[src/rtl/i2c_regbank_if.sv]
// i2c_regbank_if: clk-domain bridge from the i2c_slave core strobes to the register bank.
// Optional read-back path is enabled by defining I2C_REGBANK_READBACK_EN.
module i2c_regbank_if #(
   parameter int REGBITS  = 3,
   parameter int NUM_REGS = 8,
   parameter bit AUTOINC  = 1'b1
) (
   input  logic               clk,
   input  logic               rst,
   input  logic               i2c_start,
   input  logic               i2c_stop,
   input  logic               i2c_data_vld,
   input  logic               i2c_rw,
   input  logic [7:0]         i2c_data_out,
   output logic [7:0]         i2c_data_in,
   output logic [REGBITS-1:0] wr_addr,
   output logic [7:0]         wr_data,
   output logic               wr_valid,
   output logic [REGBITS-1:0] rd_addr,
   input  logic [7:0]         rd_data,
   output logic               err_oob,
   input  logic               err_clr
);

   typedef enum logic [2:0] {
      IDLE, PTR_WAIT, PTR_LATCH, WR_WAIT, WR_LATCH, RD_WAIT, RD_NEXT
   } state_t;

   localparam logic [REGBITS-1:0] LAST = REGBITS'(NUM_REGS - 1);

   state_t             state;
   logic [1:0]         start_q, stop_q, vld_q, rw_q;
   logic               start_s, stop_s, vld_s, rw_s;
   logic [REGBITS-1:0] ptr, ptr_nxt;
   logic               in_rng, err_set;

`ifdef I2C_REGBANK_READBACK_EN
   localparam state_t RD_ENTRY = RD_WAIT;
   logic [7:0] rd_byte;

   always_ff @(posedge clk or posedge rst) begin
      if (rst) rd_byte <= 8'h00;
      else if (state == RD_WAIT) rd_byte <= in_rng ? rd_data : 8'h00;
   end

   assign i2c_data_in = rd_byte;
`else
   localparam state_t RD_ENTRY = IDLE;
   logic unused_rd;
   assign unused_rd   = ^rd_data;
   assign i2c_data_in = 8'h00;
`endif

   always_ff @(posedge clk or posedge rst) begin
      if (rst) begin
         start_q <= 2'b00;
         stop_q  <= 2'b00;
         vld_q   <= 2'b00;
         rw_q    <= 2'b00;
      end else begin
         start_q <= {start_q[0], i2c_start};
         stop_q  <= {stop_q[0], i2c_stop};
         vld_q   <= {vld_q[0], i2c_data_vld};
         rw_q    <= {rw_q[0], i2c_rw};
      end
   end

   assign start_s = start_q[1];
   assign stop_s  = stop_q[1];
   assign vld_s   = vld_q[1];
   assign rw_s    = rw_q[1];

   assign rd_addr = ptr;
   assign in_rng  = 32'(ptr) < NUM_REGS;

   // Wrap at NUM_REGS; an out-of-range pointer just rolls over the field width.
   always_comb begin
      ptr_nxt = ptr;
      if (AUTOINC) ptr_nxt = (ptr == LAST) ? '0 : ptr + REGBITS'(1);
   end

   assign err_set = !start_s && !stop_s && !vld_s && !in_rng &&
                    (state == WR_LATCH || state == RD_NEXT);

   always_ff @(posedge clk or posedge rst) begin
      if (rst) begin
         state    <= IDLE;
         ptr      <= '0;
         wr_addr  <= '0;
         wr_data  <= 8'h00;
         wr_valid <= 1'b0;
         err_oob  <= 1'b0;
      end else begin
         wr_valid <= 1'b0;
         if (err_clr) err_oob <= 1'b0;
         else if (err_set) err_oob <= 1'b1;

         if (start_s) begin
            state <= rw_s ? RD_ENTRY : PTR_WAIT;
         end else if (stop_s) begin
            state <= IDLE;
         end else begin
            unique case (state)
               PTR_WAIT: if (vld_s) state <= PTR_LATCH;
               PTR_LATCH: begin
                  if (!vld_s) begin
                     ptr   <= i2c_data_out[REGBITS-1:0];
                     state <= WR_WAIT;
                  end
               end
               WR_WAIT: if (vld_s) state <= WR_LATCH;
               WR_LATCH: begin
                  if (!vld_s) begin
                     if (in_rng) begin
                        wr_addr  <= ptr;
                        wr_data  <= i2c_data_out;
                        wr_valid <= 1'b1;
                     end
                     ptr   <= ptr_nxt;
                     state <= WR_WAIT;
                  end
               end
               RD_WAIT: if (vld_s) state <= RD_NEXT;
               RD_NEXT: begin
                  if (!vld_s) begin
                     ptr   <= ptr_nxt;
                     state <= RD_WAIT;
                  end
               end
               default: state <= IDLE;
            endcase
         end
      end
   end

endmodule
[config.mk]
export PLATFORM = sky130hd
export DESIGN_NAME = i2c_regbank_if
export DESIGN_NICKNAME = d
export VERILOG_FILES = /design/src/rtl/i2c_regbank_if.sv
export SDC_FILE = /design/constraint.sdc
export NUM_CORES = 1
export LEC_CHECK = 0
export BUFFER_PORTS_ARGS = -buffer_cell sky130_fd_sc_hd__buf_2
export CELL_PAD_IN_SITES_DETAIL_PLACEMENT = 2
export CELL_PAD_IN_SITES_GLOBAL_PLACEMENT = 2
export CORE_MARGIN = 5
export CORE_UTILIZATION = 30
export CTS_CLUSTER_SIZE = 12
export DETAILED_ROUTE_END_ITERATION = 10
export PLACE_DENSITY_LB_ADDON = 0.1
export SYNTH_ARGS = -nofsm -noshare
export SYNTH_HDL_FRONTEND = slang
export SYNTH_SLANG_ARGS = --single-unit
[constraint.sdc]
create_clock -name clk -period 4.6 [get_ports clk]
set_input_delay 0.46 -clock clk [delete_from_list [all_inputs] [get_ports clk]]
set_output_delay 0.46 -clock clk [all_outputs]
set_load 0.02 [all_outputs]
== Yosys cells after proc, flatten, opt, wreduce, memory -nomap -nowiden ==
Cells that the tools add are included.

* Reductions and logical operators: 6
* Magnitude comparators: 0
* Mux-type cells: 17
* Equal/unequal tests: 14
* $add $sub $neg: 1
* Multiply operators: 0
* Shift operators: 0
* Div/mod/pow operators: 0
* Bitwise logic cells: 3

{| class="wikitable"
|+ Operators by type and width
! operator !! number
|-
| two-way mux 3 bit || 10
|-
| inequality test 4 bit, second input constant || 5
|-
| one-hot mux 3 bit (5 select lines) || 1
|-
| == test 3 bit, second input constant || 4
|-
| AND reduction 5 bit || 2
|-
| == test 3 x 2 -> 1 bit, second input constant || 2
|-
| one-hot mux 3 bit (2 select lines) || 1
|-
| two-way mux 1 bit || 5
|-
| inequality test 2 bit, second input constant || 2
|-
| AND reduction 4 bit || 1
|-
| OR reduction 2 bit || 2
|-
| adder 3 x 1 -> 3 bit, second input constant || 1
|-
| == test 3 x 1 -> 1 bit, second input constant || 1
|-
| inverter 1 bit || 3
|-
| nonzero test 2 bit || 1
|}

* Memory bits (read-only): 0
* Logic and storage cells: 50
* Latch bits: 0
* Output and inout bits: 24
* Flip-flop bits (word level): 26
* Memories kept: 0
* RAM bits: 0

== Depth between registers and ports, before layout ==
* Depth in word-level cells: 5
* Mapped depth: 5

== Worst setup path after synthesis ==
No wires, ideal clock.

* Path type: flip-flop to flip-flop
* From: reg ptr[0] (netlist: rd_addr[0])
* To: reg ptr[2] (netlist: rd_addr[2])
* Data required time: 4.475 ns
* Data arrival time: 1.444 ns
* Stages on the path, launching flop included: 5
* Period minus slack after synthesis: 1.569 ns
* Setup slack: 3.031 ns
* Cell sequence: dfrtp_1 ha_1 ha_1 mux2_4 mux2_2

* Longest elaborated chain between the ends: 4
* Elaborated cells between the ends (all ways): 5

{| class="wikitable"
|+ RTL lines
! element !! RTL line !! source
|-
| from (decl) || 34 || <nowiki>logic [REGBITS-1:0] ptr, ptr_nxt;</nowiki>
|-
| from (signal assigned) || 107 || <nowiki>ptr <= i2c_data_out[REGBITS-1:0];</nowiki>
|-
| from (signal assigned) || 119 || <nowiki>ptr <= ptr_nxt;</nowiki>
|-
| from (signal assigned) || 126 || <nowiki>ptr <= ptr_nxt;</nowiki>
|-
| adder 3 x 1 -> 3 bit / == test 3 bit (equally long branches) || 79 || <nowiki>if (AUTOINC) ptr_nxt = (ptr == LAST) ? '0 : ptr + REGBITS'(1);</nowiki>
|-
| two-way mux 3 bit (*) || 79 ||
|-
| two-way mux 3 bit (*) || 113, 125 ||
|-
| one-hot mux 3 bit (2 select lines) (*) || 103 || <nowiki>unique case (state)</nowiki>
|}

Mark *: on every way between the ends. The rest lies on a longest branch, timed or not. The select of a mux whose other input is x is not followed.
A chain may end at the register's enable or synchronous reset.

== Worst setup path in the final report ==
* From: reg state[0]
* To: reg wr_data[5]

* Longest elaborated chain between the ends: 2

{| class="wikitable"
|+ RTL lines
! element !! RTL line !! source
|-
| from (decl) || 31 || <nowiki>state_t state;</nowiki>
|-
| from (signal assigned) || 99 || <nowiki>state <= rw_s ? RD_ENTRY : PTR_WAIT;</nowiki>
|-
| == test 3 bit || 103 ||
|-
| AND reduction 4 bit (no source line) || n/a ||
|-
| to (signal assigned) || 116 || <nowiki>wr_data <= i2c_data_out;</nowiki>
|-
| to (decl) || 17 || <nowiki>output logic [7:0] wr_data,</nowiki>
|}

Every way passes these cells.

==> impl_metrics.py <==
metrics = {
    "drt": {
        "num_vias": 704,
        "dr.max_layer_used": "met4",
        "routed-wl-met2_mm": 1.11,
        "vias_per_cell": 4.43,
        "antenna_violating_nets_post_route": 0,
        "wirelength_met1_um": 999,
        "avgRoutedWirePerCell_um": 14.7,
        "detailedRoute.firstIterationViolations": 7,
        "1st_pass_router_iterations": 2,
        "routed_wl_mm": 2.34,
        "route.detailed.drc": 0,
        "met3_routed_wirelength_um": 170,
    },
    "critical_path": {
        "endpoint_kind": "register",
        "cp_max_fo": 12,
        "reg2reg_from": "state[0]",
        "slowest_delay_ns": 0.48,
        "cpLargestDelayFamily": "simple AND/OR/NAND/NOR gates",
        "critical_path.slowest_cell": "dfrtp_1",
        "worstSetupPathType": "reg2reg",
        "data_arrival_time_of_the_worst_path_ns": 1.84,
        "worst-r2r-setup-slack_ns": 2.93,
        "worstPathCellList": "nor2b_2 > nand3_4 > mux2_4",
        "rr_endpoint": "wr_data[5]",
        "startpoint_type": "register",
        "required_ns": 4.77,
        "worstPathBufferInverterCount": 0,
        "worst-r2r-cell-count": 3,
    },
    "die": {
        "ios": 47,
        "floorplan.rows": 22,
        "core_region_area_mm2": 0.00372,
        "die-height_um": 72.6,
        "die_width_um": 72.6,
        "initial_core_utilization_pct": 31.6,
        "dieArea_mm2": 0.00527,
    },
    "power_and_ir_drop": {
        "max-vdd-ir-drop_mv": 0.141,
        "report.power.total_mw": 0.450,
        "seq_power_share_pct": 55.0,
        "leakage_nw": 0.714,
        "internal_power_mw": 0.336,
        "fraction_of_power_consumed_by_combinational_cells_pct": 11.0,
        "power_density_mw_per_mm2": 328,
        "switching_share_pct": 25.4,
        "power.share.clock_pct": 34.0,
        "power_switching_mw": 0.114,
    },
    "logic_synthesis": {
        "synth_fa_ha_area_share_pct": 2.13,
        "dominant_cell_by_count_in_the_synthesized_netlist": "dfrtp_1",
        "synth_mux_area_share_pct": 21.1,
        "count_of_flip_flops_with_a_built_in_enable_after_synthesis": 0,
        "synth_top_area_cell": "dfrtp_1",
        "synth_area_leaders": "dfrtp_1, mux2_4, buf_4",
        "ys_types": 24,
        "synth.top_cells.by_count": "dfrtp_1, mux2_4, buf_4",
        "async_reset_ff_share_pct": 100,
        "ys_warn_count": 0,
        "post_synth_and_or_nand_nor_area_fraction_pct": 9.48,
        "yosys_register_bits": 26,
        "postSynth.topFlopCell": "dfrtp_1",
        "syn_area_mm2": 0.00117,
        "yosysTopAreaCellShare_pct": 55.4,
        "fraction_of_synthesized_cell_area_in_xor_and_xnor_cells_pct": 0,
        "synth-compound-area-share_pct": 2.98,
        "seq_area_frac_synth_pct": 55.4,
        "syn_area_per_cell_um2": 14.3,
        "syn_inst_count": 82,
        "dominant_combinational_cell_family_by_area_after_synthesis": "multiplexers",
    },
    "timing": {
        "timing.final.setup_violations": 0,
        "final_period_demand_of_the_worst_path_ns": 1.67,
        "sum_of_negative_setup_slack_ns": 0,
        "max_slew.worst_pin.slew_ns": 1.01,
        "slew_headroom_pct": 32.7,
        "max_clock_freq_ghz": 0.600,
        "rsz0062_at_grt": "false",
        "fin_skew_ns": 0.00594,
        "min_period_over_period_pct": 36.2,
        "final_max_slew_viol_count": 0,
        "report.final.hold_viol_count": 0,
    },
    "grt": {
        "grt_first_pass_wirelength_mm": 3.88,
        "grt_start_max_net_pins": 27,
        "via_count_of_the_first_global_routing_pass": 798,
        "gr-usage-all-layers_pct": 9.95,
        "globalRouteOverflowTotal": 0,
        "grt_antenna_before_repair": 0,
    },
    "clock_tree": {
        "clock_sink_count": 26,
        "clk_path_buf_depth": 2,
        "cts_tree": "yes",
        "cts-htree-levels": 1,
        "clkSlewWorstSetupHoldPaths_ns": 0.09,
        "hold_buffers": 0,
        "cts_setup_buffers": 0,
        "clock_tree.root_cell": "clkbuf_8",
        "clk_latency_ns": 0.28,
        "cts_resized": 0,
        "cts_inserted_buffers": 3,
    },
    "worst_hold_path": {
        "worstHoldEndpoint": "rw_q[0]",
        "timing.hold.worst.start": "i2c_rw",
        "hp-class": "in2reg",
        "timing.hold.worst_path_depth": 1,
    },
    "placement": {
        "gp_routability_congestion": 0.709,
        "port_buffers": 28,
        "place_hpwl_mm": 1.72,
    },
    "cells_and_area": {
        "drive_above_1_share_pct": 48.6,
        "finalNetCount": 137,
        "area.growth.synth_to_final_pct": 16.6,
        "fillerInstances": 394,
        "insertedDiodeCount": 0,
    },
    "flow_run": {
        "max_cap_violations": 0,
    },
    "status": {
        "status": "completed",
    },
}
-- metal layers --
layer	vias up	global-route usage, %
li1	318	-
met1	352	11.5
met2	29	15.3
met3	5	3.58
met4	0	6.76
met5	-	0
-- worst register-to-register path, delay by kind of cell (launching register included) --
family        cells  cell delay, ns
flops             1            0.48
mux               1            0.37
simple gates      2            0.70
-- how the worst max path moves through the flow --
stage,startpoint,end,slack [ns],cells past startpoint
after floorplan,rd_addr[0],rd_addr[2],3.03,4
after global placement,state[0],wr_data[7],2.93,3
after detailed placement,state[0],wr_data[5],2.92,3
after CTS,state[0],wr_data[5],2.90,3
after global routing,state[0],wr_data[4],2.80,3
final,state[0],wr_data[5],2.93,3
-- sequential cells by signal, summed over array words and instances, names as in the netlist --
name      count
state         3
start_q       2
wr_data       8
wr_valid      1
wr_addr       3
stop_q        2
rd_addr       3
rw_q          2
vld_q         2
-- cells by family after synthesis --
logic type | Yosys count
mux | 18
compound gates | 5
buf+inv | 14
fa+ha+maj | 2
simple gates | 16
other cells | 1
flops | 26
-- power groups by stage --
stage               Clock, mW  Combinational [mW]  Sequential (mW)
CTS                     0.162              0.0505            0.248
detailed placement          0              0.0505            0.252
global route            0.174              0.0549            0.250
floorplan                   0              0.0321            0.258
global placement            0              0.0488            0.251
finish                  0.153              0.0494            0.248
-- area by class of cell --
class / count / area, um^2 / area share (%)
clock buffer: 4 / 55.1 / 4.02
timing repair buffer: 28 / 140 / 10.2
multi-input combinational: 50 / 453 / 33.1
tap: 48 / 60.1 / 4.38
sequential: 26 / 651 / 47.5
inverter: 3 / 11.3 / 0.822
-- metrics by stage --
| step | cells | util (%) | hold slack, ns | worst slack, ns | instance area [um^2] |
|---|---|---|---|---|---|
| 3_3_place_gp | 155 | 35.4 | 0.333 | 2.93 | 1320 |
| 2_1_floorplan | 90 | - | 0.331 | 3.03 | 1200 |
| 6_report | 159 | 36.9 | 0.281 | 2.93 | 1370 |
| 5_1_grt | 159 | 36.9 | 0.259 | 2.80 | 1370 |
| 3_5_place_dp | 155 | 35.4 | 0.337 | 2.92 | 1320 |
| 4_1_cts | 159 | 36.9 | 0.268 | 2.90 | 1370 |
-- cells in the final DEF, fill, tap and decap left out --
| cell type | synthesis | final |
|---|---|---|
| a21oi_1 | 1 | 1 |
| a2bb2oi_1 | 1 | 1 |
| a31oi_1 | 1 | 1 |
| and3_1 | 1 | 1 |
| buf_2 | 0 | 28 |
| clkbuf_8 | 0 | 4 |
| conb_1 | 1 | 9 |
| dfrtp_1 | 26 | 26 |
| ha_1 | 2 | 2 |
| inv_1 | 3 | 3 |
| mux2_2 | 6 | 6 |
| mux2_4 | 12 | 12 |
| nand2_1 | 3 | 3 |
| nand2b_1 | 1 | 1 |
| nand3_4 | 1 | 1 |
| nor2_1 | 4 | 4 |
| nor2b_1 | 1 | 1 |
| nor2b_2 | 1 | 1 |
| nor3_1 | 1 | 1 |
| nor3b_1 | 1 | 1 |
| nor4_4 | 1 | 1 |
| o22ai_1 | 1 | 1 |
| o41ai_1 | 1 | 1 |
| or2_2 | 1 | 1 |
Power figures use the tool's default switching activity.
